File: config.mk
export PLATFORM = sky130hd
export DESIGN_NAME = ps2_receiver
export DESIGN_NICKNAME = d
export VERILOG_FILES = /design/src/rtl/ps2_receiver.sv
export SDC_FILE = /design/constraint.sdc
export NUM_CORES = 1
export LEC_CHECK = 0
export ABC_AREA = 1
export BUFFER_PORTS_ARGS = -buffer_cell sky130_fd_sc_hd__clkbuf_2
export CAP_MARGIN = 20
export CORE_MARGIN = 4
export CORE_UTILIZATION = 27
export DETAILED_ROUTE_END_ITERATION = 8
export PLACE_DENSITY = 0.39
export SYNTH_ARGS = -nofsm -noshare
export SYNTH_HDL_FRONTEND = slang
export SYNTH_SLANG_ARGS = --single-unit
File: constraint.sdc
create_clock -name clk -period 3.9 [get_ports clk]
set_input_delay 0.78 -clock clk [delete_from_list [all_inputs] [get_ports clk]]
set_output_delay 0.78 -clock clk [all_outputs]
set_load 0.01 [all_outputs]
File: src/rtl/ps2_receiver.sv
// ---------------------------------------------------------------------------
// ps2_receiver
//
// Receives PS/2 device-to-host frames from the raw keyboard pins. A frame is
// 11 bits: a start bit (0), 8 data bits sent LSB first, an odd parity bit and
// a stop bit (1). Each frame that passes both the parity and the stop-bit
// check is written to d_out, and tick pulses for one cycle. d_out feeds a
// downstream byte buffer's data input, and tick feeds that buffer's
// byte-count strobe.
//
// Parameters
//   FILTER_LEN      number of clk cycles ps2_clk must stay at one level
//                   before the new level is accepted (must be >= 2)
//   TIMEOUT_CYCLES  largest allowed number of clk cycles between accepted
//                   falling edges inside a frame
//
// Ports
//   clk         system clock; all state changes on its rising edge
//   reset       asynchronous reset, active low
//   ps2_clk     raw PS/2 clock pin (asynchronous, idles high)
//   ps2_data    raw PS/2 data pin (asynchronous, idles high)
//   d_out       last valid byte; holds its value until the next valid frame
//   tick        one-cycle pulse in the cycle d_out takes a new byte
//   parity_err  one-cycle pulse: a frame ended with bad odd parity
//   frame_err   one-cycle pulse: stop bit was 0, or inter-edge timeout
//   busy        high while a frame is being received
// ---------------------------------------------------------------------------
module ps2_receiver #(
    parameter int FILTER_LEN     = 8,
    parameter int TIMEOUT_CYCLES = 50000
) (
    input  logic       clk,
    input  logic       reset,
    input  logic       ps2_clk,
    input  logic       ps2_data,
    output logic [7:0] d_out,
    output logic       tick,
    output logic       parity_err,
    output logic       frame_err,
    output logic       busy
);

    localparam int TW = (TIMEOUT_CYCLES > 1) ? $clog2(TIMEOUT_CYCLES) : 1;
    localparam logic [TW-1:0] TIMEOUT_LAST = TW'(TIMEOUT_CYCLES - 1);

    typedef enum logic [1:0] {
        IDLE   = 2'd0,
        DATA   = 2'd1,
        PARITY = 2'd2,
        STOP   = 2'd3
    } state_t;

    // -----------------------------------------------------------------------
    // Pin synchronizers. Bit 0 is ps2_clk and bit 1 is ps2_data. Both reset
    // to 1, the idle level of the bus, so leaving reset creates no edge.
    // -----------------------------------------------------------------------
    logic [1:0] pin_raw;
    logic [1:0] pin_sync;

    assign pin_raw = {ps2_data, ps2_clk};

    genvar gi;
    generate
        for (gi = 0; gi < 2; gi++) begin : g_sync
            logic meta_reg;
            logic stable_reg;

            always_ff @(posedge clk or negedge reset) begin
                if (!reset) begin
                    meta_reg   <= 1'b1;
                    stable_reg <= 1'b1;
                end else begin
                    meta_reg   <= pin_raw[gi];
                    stable_reg <= meta_reg;
                end
            end

            assign pin_sync[gi] = stable_reg;
        end
    endgenerate

    logic clk_sync;
    logic data_sync;

    assign clk_sync  = pin_sync[0];
    assign data_sync = pin_sync[1];

    // -----------------------------------------------------------------------
    // Clock glitch filter. The filtered level changes only after the last
    // FILTER_LEN synchronized samples all agree. Any shorter pulse leaves
    // the filtered level unchanged.
    // -----------------------------------------------------------------------
    logic [FILTER_LEN-1:0] filter_reg;
    logic                  filt_clk_reg;
    logic                  filter_zero;
    logic                  filter_ones;
    logic                  fall;

    assign filter_zero = (filter_reg == '0);
    assign filter_ones = &filter_reg;

    always_ff @(posedge clk or negedge reset) begin
        if (!reset) begin
            filter_reg   <= '1;
            filt_clk_reg <= 1'b1;
        end else begin
            filter_reg <= {filter_reg[FILTER_LEN-2:0], clk_sync};
            if (filter_zero) begin
                filt_clk_reg <= 1'b0;
            end else if (filter_ones) begin
                filt_clk_reg <= 1'b1;
            end
        end
    end

    // fall is high in the cycle where the filtered clock is about to go from
    // 1 to 0. The FSM acts on this edge in the same cycle, so the outputs
    // are registered one cycle after the edge.
    assign fall = filt_clk_reg & filter_zero;

    // -----------------------------------------------------------------------
    // Frame FSM: state register
    // -----------------------------------------------------------------------
    state_t          state_reg,      state_next;
    logic [2:0]      bit_idx_reg,    bit_idx_next;
    logic [7:0]      shift_reg,      shift_next;
    logic            parity_reg,     parity_next;
    logic [TW-1:0]   timer_reg,      timer_next;
    logic [7:0]      d_out_reg,      d_out_next;
    logic            tick_reg,       tick_next;
    logic            parity_err_reg, parity_err_next;
    logic            frame_err_reg,  frame_err_next;
    logic            busy_reg,       busy_next;

    always_ff @(posedge clk or negedge reset) begin
        if (!reset) begin
            state_reg      <= IDLE;
            bit_idx_reg    <= 3'd0;
            shift_reg      <= 8'h00;
            parity_reg     <= 1'b0;
            timer_reg      <= '0;
            d_out_reg      <= 8'h00;
            tick_reg       <= 1'b0;
            parity_err_reg <= 1'b0;
            frame_err_reg  <= 1'b0;
            busy_reg       <= 1'b0;
        end else begin
            state_reg      <= state_next;
            bit_idx_reg    <= bit_idx_next;
            shift_reg      <= shift_next;
            parity_reg     <= parity_next;
            timer_reg      <= timer_next;
            d_out_reg      <= d_out_next;
            tick_reg       <= tick_next;
            parity_err_reg <= parity_err_next;
            frame_err_reg  <= frame_err_next;
            busy_reg       <= busy_next;
        end
    end

    // -----------------------------------------------------------------------
    // Frame FSM: next state and outputs
    // -----------------------------------------------------------------------
    logic parity_ok;

    // The data byte and the parity bit together must hold an odd number of ones.
    assign parity_ok = ^{shift_reg, parity_reg};

    always_comb begin
        state_next      = state_reg;
        bit_idx_next    = bit_idx_reg;
        shift_next      = shift_reg;
        parity_next     = parity_reg;
        d_out_next      = d_out_reg;
        tick_next       = 1'b0;
        parity_err_next = 1'b0;
        frame_err_next  = 1'b0;

        // The timer measures the gap since the last accepted edge. It stays
        // cleared while idle, so waiting between frames never times out.
        if (fall || (state_reg == IDLE)) begin
            timer_next = '0;
        end else begin
            timer_next = timer_reg + 1'b1;
        end

        case (state_reg)
            IDLE: begin
                // A falling edge with data high is noise or the tail of a
                // frame that was cut off. It is ignored without a flag.
                if (fall && !data_sync) begin
                    state_next   = DATA;
                    bit_idx_next = 3'd0;
                    shift_next   = 8'h00;
                end
            end

            DATA: begin
                if (fall) begin
                    shift_next[bit_idx_reg] = data_sync;
                    bit_idx_next            = bit_idx_reg + 3'd1;
                    if (bit_idx_reg == 3'd7) begin
                        state_next = PARITY;
                    end
                end
            end

            PARITY: begin
                if (fall) begin
                    parity_next = data_sync;
                    state_next  = STOP;
                end
            end

            STOP: begin
                if (fall) begin
                    state_next      = IDLE;
                    parity_err_next = !parity_ok;
                    frame_err_next  = !data_sync;
                    if (parity_ok && data_sync) begin
                        d_out_next = shift_reg;
                        tick_next  = 1'b1;
                    end
                end
            end

            default: begin
                state_next = IDLE;
            end
        endcase

        // Abort a stalled frame. A real edge in the same cycle wins, because
        // that edge is itself proof the device is still sending.
        if ((state_reg != IDLE) && !fall && (timer_reg == TIMEOUT_LAST)) begin
            state_next     = IDLE;
            frame_err_next = 1'b1;
            timer_next     = '0;
        end

        busy_next = (state_next != IDLE);
    end

    assign d_out      = d_out_reg;
    assign tick       = tick_reg;
    assign parity_err = parity_err_reg;
    assign frame_err  = frame_err_reg;
    assign busy       = busy_reg;

endmodule

==> impl_metrics.py, run 1 <==
metrics = {
    "status": {
        "status": "finished clean",
    },
    "yosys": {
        "syn_area_sq_um": 2640,
        "synth_edf_count": 0,
        "ys_top_cells_by_count": "nand2_1, dfrtp_1, nor2_1, inv_1, nand3_1",
        "synth_cell_types": 29,
        "synth_top_area_share_pct": 39.8,
        "async_flop_share_pct": 100,
        "syn-instance-count": 314,
        "yosys-top-cells-area": "dfrtp_1, nand2_1, dfstp_2, nor2_1, inv_1",
        "synth_fp_nets": 321,
        "yosysWarningCount": 0,
        "synth-seq-cells": 55,
        "post-synth-top-count-cell": "nand2_1",
        "synth.yosys.seq_area_share_pct": 52.8,
        "avgSynthCellArea_sq_um": 8.40,
        "yosysTopAreaCell": "dfrtp_1",
        "synth_ff_type": "dfrtp_1",
    },
    "clock_tree": {
        "cts_setup_buffers": 0,
        "cts_sinks": 55,
        "cts_resized": 0,
        "cts.hold.buffers_added": 0,
        "ctsHtreeMaxLevel": 2,
        "cts_tree": "built",
        "insertion_delay_ns": 0.31,
        "cts_root_buf": "clkbuf_8",
        "cts_made_buffers": 5,
        "clk_pin_slew_ns": 0.10,
        "clock_path_buffers": 2,
    },
    "sta": {
        "clock-skew-final_ns": 0.00963,
        "rsz0062_at_grt": "false",
        "fin_crit_ns": 1.61,
        "slew_headroom_pct": 64.5,
        "fin_crit_sh_pct": 41.3,
        "timing.fmax_mhz": 620,
        "worstMarginPinSlew_ns": 0.533,
        "setup_viol": 0,
        "hold_viol": 0,
        "slew_viol_final": 0,
        "setup_tns_ns": 0,
    },
    "final_layout": {
        "final_util_pct": 31.8,
        "drive_above_1_share_pct": 14.8,
        "area_growth_pct": 12.9,
        "num_antenna_cells": 0,
        "largest_register_ffs": 16,
        "finalNetCount": 343,
    },
    "pwr": {
        "combPwrFrac_pct": 2.0,
        "pwr-share-seq_pct": 60.9,
        "power.density_nw_per_um2": 325,
        "p_clk_share_pct": 37.1,
        "swShare_pct": 22.3,
        "power_mw": 0.969,
        "internal-power_mw": 0.753,
        "p_leak_nw": 1.42,
        "p_switching_mw": 0.216,
        "irDropWorstVdd_mv": 0.111,
    },
    "critical_path": {
        "worst-path-max-fanout": 2,
        "critPathKind": "reg2out",
        "crit_family": "flip-flops",
        "worstPathRequired_ns": 3.12,
        "cp-start-kind": "flop",
        "slowest_stage": "dfrtp_1",
        "slowest_delay_ns": 0.40,
        "worst_setup_path_end_kind": "primary output",
        "crit_buf_inv": 1,
        "crit_arrival_ns": 0.83,
        "r2r_slack_ns": 2.29,
        "worstPathCellList": "clkbuf_2",
    },
    "place": {
        "portBuffers": 15,
        "dp_hpwl_um": 4010,
        "gp_congestion": 0.751,
    },
    "drt": {
        "num_vias": 1997,
        "dr.first_iter.drc_count": 73,
        "dr.pass1.iters": 4,
        "drc_errors": 0,
        "wl_um": 5340,
        "vias_per_cell": 4.29,
        "antenna_left": 0,
        "avgRoutedWirePerCell_um": 11.5,
    },
    "floorplanning": {
        "num_rows": 35,
        "die_width_um": 107,
        "core_sq_um": 9370,
        "floorplan.initialDensity_pct": 28.2,
        "die_h_um": 107,
        "io_pins": 16,
        "die-area_sq_um": 11400,
    },
    "worst_hold_path": {
        "hold_class": "reg2reg",
    },
    "grt": {
        "antenna_found_initial": 0,
        "overflow": 0,
        "grt_pass1_wl_um": 9670,
        "grt_pass1_vias": 2024,
        "grt_max_degree": 36,
        "grt_usage_pct": 10.4,
    },
    "flow_run": {
        "drv_cap": 0,
    },
}
[cell families after synthesis]
logic type | Yosys count | share of synthesized area (%)
buf+inv | 37 | 5.55
fa+ha+maj | 3 | 1.42
xor+xnor | 7 | 2.32
compound gates | 25 | 5.45
simple gates | 187 | 32.5
flops | 55 | 52.8
[per-stage QoR]
stage / instance area (sq um) / setup WS [ns] / std cells / hold slack, ns
after global routing: 2980 / 2.11 / 466 / 0.360
after CTS: 2980 / 2.25 / 466 / 0.359
after floorplan: 2640 / 2.41 / 314 / 0.345
after detailed placement: 2870 / 2.16 / 458 / 0.352
final: 2980 / 2.29 / 466 / 0.353
after global placement: 2870 / 2.17 / 458 / 0.347
[area by class of cell]
| type | instances | area, sq um |
|---|---|---|
| clock buffer | 6 | 93.8 |
| fill | 1049 | 6390 |
| multi-input combinational | 222 | 1100 |
| timing repair buffer | 16 | 82.6 |
| tap | 129 | 161 |
| clock inverter | 2 | 13.8 |
| inverter | 36 | 135 |
| sequential | 55 | 1390 |
[placed cells by master (no fill, tap or decap), drive strengths merged]
master | Yosys | layout
dfrtp | 42 | 42
o22ai | 1 | 1
clkbuf | 0 | 21
o211ai | 2 | 2
nor4 | 5 | 5
nand2 | 95 | 95
inv | 36 | 36
clkinv | 0 | 2
or2 | 1 | 1
nor3b | 2 | 2
ha | 3 | 3
buf | 1 | 1
nand3 | 23 | 23
o21ai | 19 | 19
nor3 | 16 | 16
a21oi | 3 | 3
nand4 | 6 | 6
dfstp | 13 | 13
xor2 | 7 | 7
nor2 | 39 | 39
[power groups by stage]
stage,sequential (mW),combinational [mW],clock (mW)
after floorplan,0.599,0.00552,0
after global placement,0.601,0.0208,0
after detailed placement,0.601,0.0208,0
after CTS,0.591,0.0208,0.379
after global routing,0.592,0.0233,0.399
final,0.590,0.0190,0.360
[per-layer routing]
layer / vias up / global-route usage (%) / part of all wire [%]
li1: 1051 / - / -
met1: 919 / 15.2 / 55
met2: 22 / 15.4 / 41
met3: 5 / 2.35 / 3.5
met4: 0 / 2.74 / 1.2
met5: - / 0 / 0
[worst paths after layout]
kind | startpoint | to | depth (start not counted)
worst max register to register | filter_reg[2]$_DFF_PN1_ | timer_reg[11]$_DFF_PN0_ | 7
worst min-delay path | g_sync[1].meta_reg$_DFF_PN1_ | data_sync$_DFF_PN1_ | 0
worst min register to register | g_sync[1].meta_reg$_DFF_PN1_ | data_sync$_DFF_PN1_ | 0
min in group asynchronous | reset | timer_reg[3]$_DFF_PN0_ | 1
worst max-delay path | d_out[5]$_DFFE_PN0P_ | d_out[5] | 1
max in group asynchronous | reset | filt_clk_reg$_DFFE_PN1P_ | 2
Power figures use the tool's default switching activity.
==> run 2: changes to the inputs <==
--- a/config.mk
+++ b/config.mk
@@ -5,13 +5,13 @@
 export SDC_FILE = /design/constraint.sdc
 export NUM_CORES = 1
 export LEC_CHECK = 0
-export ABC_AREA = 1
+export ABC_AREA = 0
 export BUFFER_PORTS_ARGS = -buffer_cell sky130_fd_sc_hd__clkbuf_2
 export CAP_MARGIN = 20
 export CORE_MARGIN = 4
 export CORE_UTILIZATION = 27
 export DETAILED_ROUTE_END_ITERATION = 8
-export PLACE_DENSITY = 0.39
+export PLACE_DENSITY = 0.4
 export SYNTH_ARGS = -nofsm -noshare
 export SYNTH_HDL_FRONTEND = slang
 export SYNTH_SLANG_ARGS = --single-unit
==> constraint.sdc (replaced) <==
create_clock -name clk -period 1.3 [get_ports clk]
set_input_delay 0.26 -clock clk [delete_from_list [all_inputs] [get_ports clk]]
set_output_delay 0.26 -clock clk [all_outputs]
set_load 0.01 [all_outputs]
==> impl_metrics.py, run 2 <==
metrics = {
    "yosys": {
        "synth_edf_count": 0,
        "synth_ff_type": "dfrtp_1",
        "yosysTopAreaCell": "dfrtp_1",
        "synth_xor_area_share_pct": 8.12,
        "syn-instance-count": 224,
        "ys_top_cells_by_count": "dfrtp_1, nor2_1, o21ai_0, nand2_1, xnor2_1",
        "synth.yosys.seq_area_share_pct": 56.5,
        "synth-compound-area-share_pct": 8.68,
        "synth_top_family_by_area": "simple AND/OR/NAND/NOR gates",
        "synth-seq-cells": 55,
        "yosys-top-cells-area": "dfrtp_1, dfstp_2, xnor2_1, nor2_1, mux2_1",
        "yosys.area_share.simple_pct": 18.6,
        "yosysWarningCount": 0,
        "syn_area_sq_um": 2460,
        "synth_cell_types": 37,
        "avgSynthCellArea_sq_um": 11.0,
        "async_flop_share_pct": 100,
        "synth_top_area_share_pct": 42.6,
        "synthMuxAreaShare_pct": 4.57,
        "synth_fp_nets": 231,
        "synthAdderAreaFrac_pct": 1.52,
        "post-synth-top-count-cell": "dfrtp_1",
    },
    "sta": {
        "slew_headroom_pct": 77.5,
        "fin_crit_sh_pct": 141,
        "slew_viol_final": 0,
        "setup_viol": 42,
        "hold_viol": 0,
        "clock-skew-final_ns": 0.0107,
        "timing.fmax_mhz": 546,
        "rsz0062_at_grt": "true",
        "fin_crit_ns": 1.83,
        "worstMarginPinSlew_ns": 0.336,
        "layout_setup_ws_ns": -0.532,
        "holdWs_ns": 0.0249,
    },
    "floorplanning": {
        "io_pins": 16,
        "num_rows": 34,
        "die-area_sq_um": 10700,
        "die_width_um": 104,
        "floorplan.initialDensity_pct": 28.0,
        "core_sq_um": 8810,
        "die_h_um": 104,
    },
    "drt": {
        "dr.first_iter.drc_count": 40,
        "dr.pass1.iters": 4,
        "wl_um": 5300,
        "drc_errors": 0,
        "num_vias": 1902,
        "avgRoutedWirePerCell_um": 12.6,
        "vias_per_cell": 4.54,
        "antenna_left": 0,
    },
    "flow_run": {
        "drv_cap": 0,
    },
    "final_layout": {
        "fillers": 865,
        "finalNetCount": 317,
        "final_cell_mix": "buf_4, dfrtp_1, clkbuf_2",
        "instances_no_fill": 419,
        "multiInputGateArea_sq_um": 1270,
        "num_antenna_cells": 0,
        "regArea_sq_um": 1390,
        "largest_register_ffs": 16,
        "layout_commonest_cell": "buf_4",
        "area_growth_pct": 45.8,
        "drive_above_1_share_pct": 51.1,
    },
    "grt": {
        "grt_use_met1_pct": 13.9,
        "grt_max_degree": 56,
        "grt_use_met2_pct": 17.3,
        "grt_pass1_wl_um": 9380,
        "antenna_found_initial": 0,
        "grt_usage_pct": 10.5,
        "busiest_layer": "met2",
        "grt_pass1_vias": 2016,
        "overflow": 0,
        "met3_usage_pct": 2.24,
    },
    "critical_path": {
        "cp-start-kind": "flop",
        "worstPathRequired_ns": 1.51,
        "critPathKind": "reg2reg",
        "worst-path-max-fanout": 4,
        "crit_arrival_ns": 2.04,
        "worst_setup_path_end_kind": "flop",
    },
    "clock_tree": {
        "cts_tree": "built",
        "ctsHtreeMaxLevel": 2,
        "cts_made_buffers": 5,
        "cts_sinks": 55,
        "clk_pin_slew_ns": 0.11,
        "cts_root_buf": "clkbuf_8",
        "insertion_delay_ns": 0.31,
        "clock_path_buffers": 2,
    },
    "place": {
        "dp.cells": 399,
        "place_ws_ns": -0.573,
        "dp_hpwl_um": 3620,
        "gp_congestion": 0.761,
        "portBuffers": 15,
    },
    "pwr": {
        "p_leak_nw": 1.60,
        "irDropWorstVdd_mv": 0.426,
        "power_mw": 2.87,
        "power.density_nw_per_um2": 798,
    },
    "worst_hold_path": {
        "hold_class": "in2reg",
    },
    "status": {
        "status": "finished, violations left",
        "violations": "setup timing",
    },
}
==> run 2: changes by cell type after synthesis, moves of 3 or more <==
cell / before / now
a32o_1: 0 / 3
clkbuf_1: 0 / 6
xnor2_1: 0 / 14
nand2_1: 94 / 14
and3_1: 0 / 5
nand3_1: 22 / 8
a22o_1: 0 / 4
inv_1: 35 / 5
nor2_1: 37 / 32
a21oi_1: 2 / 5
nor2b_1: 0 / 4
nor3_1: 14 / 7
nor4_1: 4 / 1
mux2_1: 0 / 7
==> run 2: final timing paths <==
path	start	end	slack (ns)	cells past startpoint
max	shift_reg[4]$_DFFE_PN0P_	d_out[4]$_DFFE_PN0P_	-0.53	6
min	ps2_clk	g_sync[0].meta_reg$_DFF_PN1_	0.02	1
max reg2reg	shift_reg[4]$_DFFE_PN0P_	d_out[4]$_DFFE_PN0P_	-0.53	6
min reg2reg	g_sync[0].meta_reg$_DFF_PN1_	clk_sync$_DFF_PN1_	0.35	0
max in group asynchronous	reset	g_sync[0].meta_reg$_DFF_PN1_	0.53	3
min in group asynchronous	reset	state_reg[0]$_DFF_PN0_	0.48	3
==> run 2: final cells by class <==
type	count	area share, %
clock buffers	6	2.02
flip-flops and latches	55	38.8
clock inverters	2	0.487
inverters	5	0.522
repair buffers	86	19.0
multi-input cells	157	35.4
well taps	108	3.76
==> run 2: worst max-delay path, stage by stage (launching register included) <==
cell,delay (ns)
dfrtp_1,0.40
xnor2_1,0.14
xnor2_1,0.27
xnor2_2,0.19
mux2i_4,0.29
buf_6,0.15
mux2_4,0.29
==> run 2: stage by stage <==
| stage | cell area, sq um | util [%] | setup TNS, ns |
|---|---|---|---|
| 3_5_place_dp | 3140 | 35.6 | -19.56 |
| 4_1_cts | 3460 | 39.3 | -17.05 |
| 3_3_place_gp | 3140 | 35.6 | -19.61 |
| 6_report | 3590 | 40.8 | -18.11 |
| 5_1_grt | 3590 | 40.8 | -21.56 |
| 2_1_floorplan | 2490 | - | -14.85 |
==> run 2: cells by family (layout without fill, tap and decap cells) <==
logic type	Yosys count	in the layout
and+or+nand+nor	89	89
DFF	55	55
AOI/OAI and AO/OA	34	34
xor gates and xnor gates	22	22
buffers and inverters	12	99
muxes	9	9
adders and majority gates	3	3
==> run 2: repair_timing <==
| item | in CTS | in global routing |
|---|---|---|
| hold buffers | 1 | 0 |
| gates cloned | 1 | 0 |
| endpoints found under the hold margin | 42 | 0 |
| setup endpoints to repair | 42 | 42 |
| pin swaps | 16 | 13 |
| buffers inserted | 9 | 2 |
| gates resized for setup | 38 | 32 |
==> run 2: power breakdown <==
group | switching, mW | total (mW) | internal, mW | leakage [nW]
Combinational | 0.0644 | 0.118 | 0.0534 | 0.831
Clock | 0.587 | 0.977 | 0.389 | 0.0454
Sequential | 0.0215 | 1.77 | 1.75 | 0.724
Total | 0.673 | 2.87 | 2.19 | 1.60
==> run 2: layer usage <==
layer  wire length [um]  vias up  part of all wire [%]
met5                  0        -                     0
met2               2570       16                    48
met1               2570      929                    48
met3                123        4                   2.3
met4                 39        0                  0.74
li1                   -      953                     -
